===== src/rtl/peak_hold_register.sv =====
// peak_hold_register: holds the first-occurring maximum ADC sample of a servo sweep and its position.
// Optional sweep watchdog is compiled in when PEAK_HOLD_WATCHDOG_EN is defined.
module peak_hold_register #(
  parameter int DATA_W      = 8,
  parameter int POS_W       = 8,
  parameter int TIMEOUT_CYC = 1000000
) (
  input  logic              clk,
  input  logic              rst_n,
  input  logic              start,
  input  logic              sweep_end,
  input  logic              sample_valid,
  input  logic [DATA_W-1:0] pv,
  input  logic [POS_W-1:0]  pos,
  input  logic              gt,
  output logic [DATA_W-1:0] lv,
  output logic [POS_W-1:0]  max_pos,
  output logic              busy,
  output logic              done,
  output logic              timeout
);
  // state    | meaning
  // ST_IDLE  | waiting for start, results held
  // ST_SWEEP | accepting samples, one compare in flight at most
  // ST_FLUSH | end seen with a compare still pending; resolve it
  // ST_DONE  | one-cycle completion pulse, then back to idle
  localparam logic [1:0] ST_IDLE  = 2'd0;
  localparam logic [1:0] ST_SWEEP = 2'd1;
  localparam logic [1:0] ST_FLUSH = 2'd2;
  localparam logic [1:0] ST_DONE  = 2'd3;

  logic [1:0]        state_q, state_d;
  logic [DATA_W-1:0] lv_q, lv_d;
  logic [DATA_W-1:0] pv_q, pv_d;
  logic [POS_W-1:0]  max_pos_q, max_pos_d;
  logic [POS_W-1:0]  pos_q, pos_d;
  logic              pend_q, pend_d;
  logic              busy_q, busy_d;
  logic              done_q, done_d;
  logic              accept;
  logic              resolve;

`ifdef PEAK_HOLD_WATCHDOG_EN
  localparam int CNT_W = (TIMEOUT_CYC > 2) ? $clog2(TIMEOUT_CYC) : 1;
  localparam logic [CNT_W-1:0] WD_LAST = CNT_W'(TIMEOUT_CYC - 1);

  logic [CNT_W-1:0] wd_cnt_q, wd_cnt_d;
  logic             timeout_q, timeout_d;
  logic             wd_hit;

  assign wd_hit = (wd_cnt_q == WD_LAST);
`else
  logic unused_timeout_cfg;
  assign unused_timeout_cfg = (TIMEOUT_CYC > 0);
`endif

  always_comb begin
    state_d   = state_q;
    lv_d      = lv_q;
    max_pos_d = max_pos_q;
    pv_d      = pv_q;
    pos_d     = pos_q;
    pend_d    = pend_q;
`ifdef PEAK_HOLD_WATCHDOG_EN
    wd_cnt_d  = wd_cnt_q;
    timeout_d = 1'b0;
`endif
    accept  = (state_q == ST_SWEEP) && sample_valid && !pend_q && !start;
    resolve = pend_q && ((state_q == ST_SWEEP) || (state_q == ST_FLUSH));

    if (start) begin
      state_d   = ST_SWEEP;
      lv_d      = '0;
      max_pos_d = '0;
      pend_d    = 1'b0;
`ifdef PEAK_HOLD_WATCHDOG_EN
      wd_cnt_d  = '0;
`endif
    end else begin
      // gt was registered on the acceptance edge, so it compares pv_q against the current lv
      if (resolve) begin
        if (gt) begin
          lv_d      = pv_q;
          max_pos_d = pos_q;
        end
        pend_d = 1'b0;
      end
      if (accept) begin
        pv_d   = pv;
        pos_d  = pos;
        pend_d = 1'b1;
      end

      case (state_q)
        ST_SWEEP: if (sweep_end) state_d = accept ? ST_FLUSH : ST_DONE;
        ST_FLUSH: state_d = ST_DONE;
        ST_DONE:  state_d = ST_IDLE;
        default:  state_d = ST_IDLE;
      endcase

`ifdef PEAK_HOLD_WATCHDOG_EN
      wd_cnt_d = ((state_d == ST_SWEEP) || (state_d == ST_FLUSH)) ? wd_cnt_q + CNT_W'(1) : '0;
      if ((state_q == ST_SWEEP) && !sweep_end && wd_hit) begin
        timeout_d = 1'b1;
        lv_d      = '0;
        max_pos_d = '0;
        pend_d    = 1'b0;
        wd_cnt_d  = '0;
        state_d   = ST_IDLE;
      end
`endif
    end

    busy_d = (state_d == ST_SWEEP) || (state_d == ST_FLUSH);
    done_d = (state_d == ST_DONE);
  end

  always_ff @(posedge clk or negedge rst_n) begin
    if (!rst_n) begin
      state_q   <= ST_IDLE;
      lv_q      <= '0;
      max_pos_q <= '0;
      pv_q      <= '0;
      pos_q     <= '0;
      pend_q    <= 1'b0;
      busy_q    <= 1'b0;
      done_q    <= 1'b0;
    end else begin
      state_q   <= state_d;
      lv_q      <= lv_d;
      max_pos_q <= max_pos_d;
      pv_q      <= pv_d;
      pos_q     <= pos_d;
      pend_q    <= pend_d;
      busy_q    <= busy_d;
      done_q    <= done_d;
    end
  end

`ifdef PEAK_HOLD_WATCHDOG_EN
  always_ff @(posedge clk or negedge rst_n) begin
    if (!rst_n) begin
      wd_cnt_q  <= '0;
      timeout_q <= 1'b0;
    end else begin
      wd_cnt_q  <= wd_cnt_d;
      timeout_q <= timeout_d;
    end
  end

  assign timeout = timeout_q;
`else
  assign timeout = 1'b0;
`endif

  assign lv      = lv_q;
  assign max_pos = max_pos_q;
  assign busy    = busy_q;
  assign done    = done_q;

endmodule


===== config.mk =====
export PLATFORM = sky130hd
export DESIGN_NAME = peak_hold_register
export DESIGN_NICKNAME = d
export VERILOG_FILES = /design/src/rtl/peak_hold_register.sv
export SDC_FILE = /design/constraint.sdc
export NUM_CORES = 1
export LEC_CHECK = 0
export CORE_MARGIN = 2
export CORE_UTILIZATION = 46
export DETAILED_ROUTE_END_ITERATION = 8
export GPL_TIMING_DRIVEN = 0
export PLACE_DENSITY_LB_ADDON = 0.12
export RECOVER_POWER = 25
export SLEW_MARGIN = 40
export SYNTH_ARGS = -nofsm -noshare
export SYNTH_HDL_FRONTEND = slang
export SYNTH_SLANG_ARGS = --single-unit

===== constraint.sdc =====
create_clock -name clk -period 2.45 [get_ports clk]
set_input_delay 0.245 -clock clk [delete_from_list [all_inputs] [get_ports clk]]
set_output_delay 0.245 -clock clk [all_outputs]
set_load 0.01 [all_outputs]

* After elaboration in Yosys (flattened, before gate mapping)
Cells that the tools add are included.
Widths: inputs -> output; s select.
** Operators by class
- Eq/ne operators :: 5
- Mux-type cells :: 13
- Bitwise gates (word level) :: 1
- Reduce and logical (&&, ||, !) cells :: 13
** Operators with widths (number)
- $mux 8 :: 6
- $eq 2x2->1 const B :: 3
- $eq 2x1->1 const B :: 2
- $logic_and 1x1->1 :: 4
- $mux 1 :: 4
- $mux 2 :: 2
- $pmux 2 s2 :: 1
- $reduce_and 2->1 :: 2
- $reduce_bool 2->1 :: 2
- $reduce_bool 3->1 :: 1
- $logic_not 1->1 :: 2
- $logic_or 1x1->1 :: 2
- $not 1->1 :: 1
** Storage, ports and cells
- Register bits :: 37
- Input bits :: 22
- Output and inout bits :: 19
- Logic and storage cells :: 40

* Depth between registers and ports, before layout
- Word-level depth :: 10
- Depth in mapped cells :: 7
- Gate-level depth less buffers :: 6

* Worst setup path after synthesis
OpenSTA, ideal clock, no wires.
- Path type :: reg-to-reg
- Start :: register state_q[1]
- End :: register busy_q (netlist: busy)
- Library setup time :: 126 ps
- Data arrival time :: 1635 ps
- Data required time :: 2324 ps
- Setup slack :: 689 ps
- Stages on the path, launching flop included :: 8
- Buffers on the path :: 1
- Period minus slack after synthesis :: 1761 ps
- Path through :: dfrtp_1 > inv_1 > ha_1 > nor4bb_1 > buf_2 > a2111oi_0 > a211o_1 > ha_1
** On the way
- Cells in the longest elaborated chain, start to end :: 10
- Elaborated cells on any way between the ends :: 12
- Those cells by class :: eq/ne (4); mux (4); reduce/logical (4)
** RTL lines
- from (decl) :: line 32 : logic [1:0] state_q, state_d;
- from (signal assigned) :: line 129 : state_q <= state_d;
- $eq 2x1->1 :: line 68, 94
- $logic_and 1x1->1 (3 in a row) :: line 68 : accept = (state_q == ST_SWEEP) && sample_valid && !pend_q && !start;
- $mux 1 :: line 95 : ST_SWEEP: if (sweep_end) state_d = accept ? ST_FLUSH : ST_DONE;
- $mux 2 :: line 95
- $pmux 2 s2 (*) :: line 94 : case (state_q)
- $mux 2 (*) :: line 71 : if (start) begin
- net state_d[0] :: line 32
- $eq 2x1->1 / $eq 2x2->1 (equally long branches) :: line 114 : busy_d = (state_d == ST_SWEEP) || (state_d == ST_FLUSH);
- $logic_or 1x1->1 (*) :: line 114
- net busy_d :: line 38 : logic busy_q, busy_d;
- to (signal assigned) :: line 135 : busy_q <= busy_d;
- to (decl) :: line 38
Mark *: on every way through the listed nets, which the timed path passes. The rest lies on a longest branch.
A chain may end at the register's enable or synchronous reset.

==> flow_summary.html <==
<table>
<tr><th>Metric</th><th>Value</th></tr>
<tr><th colspan="2">Layout</th></tr>
<tr><td>Final Net Count</td><td>between 150 and 200</td></tr>
<tr><td>Sequential cell area</td><td>around 900 um2</td></tr>
<tr><td>Layout Cells excl Fill</td><td>between 150 and 200</td></tr>
<tr><td>Area used by multi-input combinational logic</td><td>443 um2</td></tr>
<tr><td>Fill cell instance count of the final layout</td><td>246</td></tr>
<tr><td>Number of inserted diodes</td><td>0</td></tr>
<tr><td>Area growth, synth to finish</td><td>34.9%</td></tr>
<tr><td>Fraction of layout cells with a size suffix above 1</td><td>about 9.2%</td></tr>
<tr><th colspan="2">Setup path</th></tr>
<tr><td>Data required time at the worst endpoint</td><td>between 2000 and 3000 ps</td></tr>
<tr><td>Kind of critical path</td><td>in2async</td></tr>
<tr><td>Crit-path leading delay family</td><td>buffers and inverters</td></tr>
<tr><td>Arr. time, crit path</td><td>between 2000 and 2500 ps</td></tr>
<tr><td>Maximum cell stage delay along the critical path</td><td>roughly 840 ps</td></tr>
<tr><td>Chain of cells forming the critical path</td><td>dlygate4sd3_1 -&gt; clkbuf_1 -&gt; clkbuf_1</td></tr>
<tr><td>Highest fanout seen on the critical path</td><td>22</td></tr>
<tr><td>Critical Path Source Type</td><td>input pin</td></tr>
<tr><td>Critical path capture point type</td><td>async pin</td></tr>
<tr><td>Critical path startpoint</td><td>rst_n</td></tr>
<tr><td>RR Startpoint</td><td>state_q[0]</td></tr>
<tr><td>Most repeated library cell on the critical path</td><td>clkbuf_1</td></tr>
<tr><td>Slowest cell on crit path</td><td>clkbuf_1</td></tr>
<tr><td>Count of buffering cells on the critical path with inverters included</td><td>3</td></tr>
<tr><th colspan="2">Global routing</th></tr>
<tr><td>Number of antenna violations at the first check in global routing</td><td>0</td></tr>
<tr><td>Total GRT Usage</td><td>between 10% and 20%</td></tr>
<tr><td>Pin count of the biggest net entering global routing</td><td>23</td></tr>
<tr><td>Overall overflow remaining after global route</td><td>0</td></tr>
<tr><td>Via count of the first global-routing pass</td><td>around 990</td></tr>
<tr><td>Wire length of the first global-routing pass</td><td>around 4500 um</td></tr>
<tr><th colspan="2">Worst hold path</th></tr>
<tr><td>Startpoint of the worst hold path</td><td>pos_q[4]</td></tr>
<tr><td>Worst min-delay path class</td><td>reg2reg</td></tr>
<tr><th colspan="2">Drt</th></tr>
<tr><td>Detail-routed net length per standard cell</td><td>approximately 16 um</td></tr>
<tr><td>Via count</td><td>952</td></tr>
<tr><td>Violation count after the first detailed-route iteration</td><td>26</td></tr>
<tr><td>DR vias/cell</td><td>approximately 5.4</td></tr>
<tr><td>Wire length after detailed routing</td><td>2720 um</td></tr>
<tr><td>Antenna viol nets, final</td><td>0</td></tr>
<tr><td>Drc violations</td><td>0</td></tr>
<tr><td>Initial DRT Pass Iterations</td><td>4</td></tr>
<tr><th colspan="2">Power and ir drop</th></tr>
<tr><td>Part of the total power dissipated in the clock network</td><td>20.0%</td></tr>
<tr><td>Int Power</td><td>between 1000 and 1500 uW</td></tr>
<tr><td>Part of the total power dissipated in sequential elements</td><td>about 56%</td></tr>
<tr><td>Leakage power total</td><td>roughly 0.00086 uW</td></tr>
<tr><td>Combinational Power Share</td><td>roughly 24%</td></tr>
<tr><td>Switching power of the nets</td><td>about 440 uW</td></tr>
<tr><td>Worst vdd rail ir drop</td><td>about 0.43 mV</td></tr>
<tr><td>Total power per unit cell area</td><td>~830 mW/mm2</td></tr>
<tr><td>Switching part of the total</td><td>27.9%</td></tr>
<tr><th colspan="2">Synth</th></tr>
<tr><td>Largest area contributor in the synthesized netlist</td><td>dfrtp_1</td></tr>
<tr><td>Fraction of synthesized cell area taken by the top area cell type</td><td>65.4%</td></tr>
<tr><td>Post-synthesis sequential area ratio</td><td>about 65%</td></tr>
<tr><td>Synthesized flop and latch total</td><td>37</td></tr>
<tr><td>Synth Net Count</td><td>around 120</td></tr>
<tr><td>Synth top area cells</td><td>dfrtp_1 65%, mux2_1 13%, a22o_1 9.9%</td></tr>
<tr><td>Share of flip-flops with an asynchronous set or reset</td><td>100%</td></tr>
<tr><td>Most used DFF post-synth</td><td>dfrtp_1</td></tr>
<tr><td>Most frequent cells after synthesis</td><td>37 x dfrtp_1, 16 x a22o_1, 16 x mux2_1, 4 x inv_1, 3 x ha_1</td></tr>
<tr><td>Summed instance area of the synthesized netlist</td><td>roughly 0.0014 mm2</td></tr>
<tr><td>Post-synth EDFFs</td><td>0</td></tr>
<tr><td>Count of distinct cell types in the synthesized netlist</td><td>20</td></tr>
<tr><td>Most numerous cell in the Yosys netlist</td><td>dfrtp_1</td></tr>
<tr><td>Total number of yosys warnings</td><td>0</td></tr>
<tr><td>Synthesized netlist cell count</td><td>94</td></tr>
<tr><td>Mean instance size in the synthesized netlist</td><td>~15 um2</td></tr>
<tr><th colspan="2">STA</th></tr>
<tr><td>Final period utilization</td><td>between 80% and 90%</td></tr>
<tr><td>Total count of max-transition violations in the final report</td><td>0</td></tr>
<tr><td>Final-report setup violation count</td><td>0</td></tr>
<tr><td>RSZ-0062 raised after global routing</td><td>false</td></tr>
<tr><td>Final hold violation count</td><td>0</td></tr>
<tr><td>Minimum clock period after layout</td><td>~2000 ps</td></tr>
<tr><td>Highest Clock Rate</td><td>roughly 500 MHz</td></tr>
<tr><td>Accumulated negative setup slack</td><td>0 ps</td></tr>
<tr><td>Least-Margin Pin Slew</td><td>1140 ps</td></tr>
<tr><td>Clock Skew</td><td>around 6.0 ps</td></tr>
<tr><td>Relative slew margins</td><td>roughly a quarter</td></tr>
<tr><th colspan="2">Clock network</th></tr>
<tr><td>Maximum clock insertion buffer count</td><td>2</td></tr>
<tr><td>Number of cells upsized or downsized after cts</td><td>0</td></tr>
<tr><td>Number of buffers created by CTS</td><td>5</td></tr>
<tr><td>Clock root cell</td><td>clkbuf_4</td></tr>
<tr><td>Clk sinks</td><td>37</td></tr>
<tr><td>Clk slew on worst S/H paths</td><td>about 100 ps</td></tr>
<tr><td>Post-cts hold buffer count</td><td>1</td></tr>
<tr><td>Worst-Skew Late Latency</td><td>around 330 ps</td></tr>
<tr><td>Post-CTS repair timing setup buffer count</td><td>0</td></tr>
<tr><td>Clock tree from TritonCTS</td><td>yes</td></tr>
<tr><td>H-tree depth</td><td>2</td></tr>
<tr><th colspan="2">Run</th></tr>
<tr><td>Max Cap Violations</td><td>0</td></tr>
<tr><th colspan="2">Place</th></tr>
<tr><td>Number of I/O port buffers</td><td>39</td></tr>
<tr><td>Detailed placement HPWL</td><td>1990 um</td></tr>
<tr><td>Placer's final routability congestion estimate</td><td>approximately 0.71</td></tr>
<tr><td>Total placed cells including tap cells</td><td>167</td></tr>
<tr><th colspan="2">Floorplan</th></tr>
<tr><td>Area of the core region</td><td>roughly 0.0030 mm2</td></tr>
<tr><td>Chip Height</td><td>about 60 um</td></tr>
<tr><td>Number of rows created at floorplan</td><td>20</td></tr>
<tr><td>IO Pins</td><td>~40</td></tr>
<tr><td>Width of the die</td><td>59.5 um</td></tr>
<tr><td>Die Outline Area</td><td>~0.0035 mm2</td></tr>
<tr><td>Starting utilization of the core area</td><td>between 40% and 50%</td></tr>
<tr><th colspan="2">Outcome</th></tr>
<tr><td>Status</td><td>finished clean</td></tr>
</table>
==> placed cells by master (no fill, tap or decap), drive strengths merged <==
cell type,synthesis,layout
clkdlybuf4s50,0,38
dlygate4sd3,0,1
a22o,16,16
ha,3,3
inv,5,5
conb,1,1
o21bai,1,1
o21ai,1,1
a2111oi,1,1
clkbuf,1,10
a211o,1,1
a211oi,1,1
buf,4,4
nor4bb,1,1
dfrtp,37,37
nor3,1,1
mux2,16,16
a31oi,1,1
nor2,1,1
nand2,2,2
==> kinds of logic after synthesis <==
family / after synthesis / synth area share (%)
fa+ha+maj: 3 / 2.65
compound gates: 22 / 13.4
mux: 16 / 12.7
buf+inv: 10 / 3.36
simple gates: 5 / 2.21
other cells: 1 / 0.265
flops: 37 / 65.4
==> worst paths after layout <==
kind                                    to  slack, ps  cells past startpoint
worst max-delay path               pv_q[1]        450                      3
worst min-delay path              pos_q[4]        500                      1
worst max register to register        busy        480                      6
worst min register to register    pos_q[4]        500                      1
max in group clk                      busy        480                      6
min in group asynchronous       max_pos[0]        650                      2
==> through the flow <==
| step | utilization (%) | cell area [um2] | power [uW] | worst slack (ps) | hold slack [ps] |
|---|---|---|---|---|---|
| final | 64.2 | 1910 | 1580 | 451 | 497 |
| after global routing | 64.2 | 1910 | 1690 | 162 | 494 |
| after CTS | 65.0 | 1940 | 1610 | 468 | 420 |
| after detailed placement | 62.8 | 1870 | 1290 | 226 | 248 |
| after global placement | 62.1 | 1850 | 1250 | 257 | 467 |
| after floorplan | - | 1420 | 1100 | 689 | -50.6 |
==> routing by layer <==
layer,share of wire (%),up-vias,wire (um),GRT usage [%]
li1,-,433,-,-
met1,43,483,1170,21.8
met2,50,29,1370,28.9
met3,5.2,7,142,4.80
met4,1.7,0,47,7.62
met5,0,-,0,0
==> worst register-to-register path, delay by kind of cell (launching register included) <==
| family | cells | cell delay, ps |
|---|---|---|
| compound gates | 2 | 670 |
| fa+ha+maj | 2 | 460 |
| simple gates | 1 | 130 |
| buf+inv | 1 | 200 |
| flops | 1 | 410 |
==> cell type report <==
| type | instances | share of cell area [%] |
|---|---|---|
| multi-input cells | 47 | 23.2 |
| inverters | 5 | 0.982 |
| repair buffers | 41 | 20.8 |
| well taps | 33 | 2.16 |
| plain buffers | 5 | 1.51 |
| clock buffers | 7 | 2.88 |
| flip-flops and latches | 37 | 48.5 |
==> power groups by stage <==
stage               Combinational (uW)  Sequential [uW]  Clock [uW]
finish                             384              881         317
global route                       433              903         353
detailed placement                 396              895           0
global placement                   369              880           0
floorplan                          216              883           0
CTS                                398              881         329
==> registers in the layout (all words and copies together), names as in the netlist <==
register	flops
done	1
busy	1
pos_q	8
state_q	2
pend_q	1
max_pos	8
lv	8
pv_q	8
Note: power is estimated with default switching activity, not from simulation.
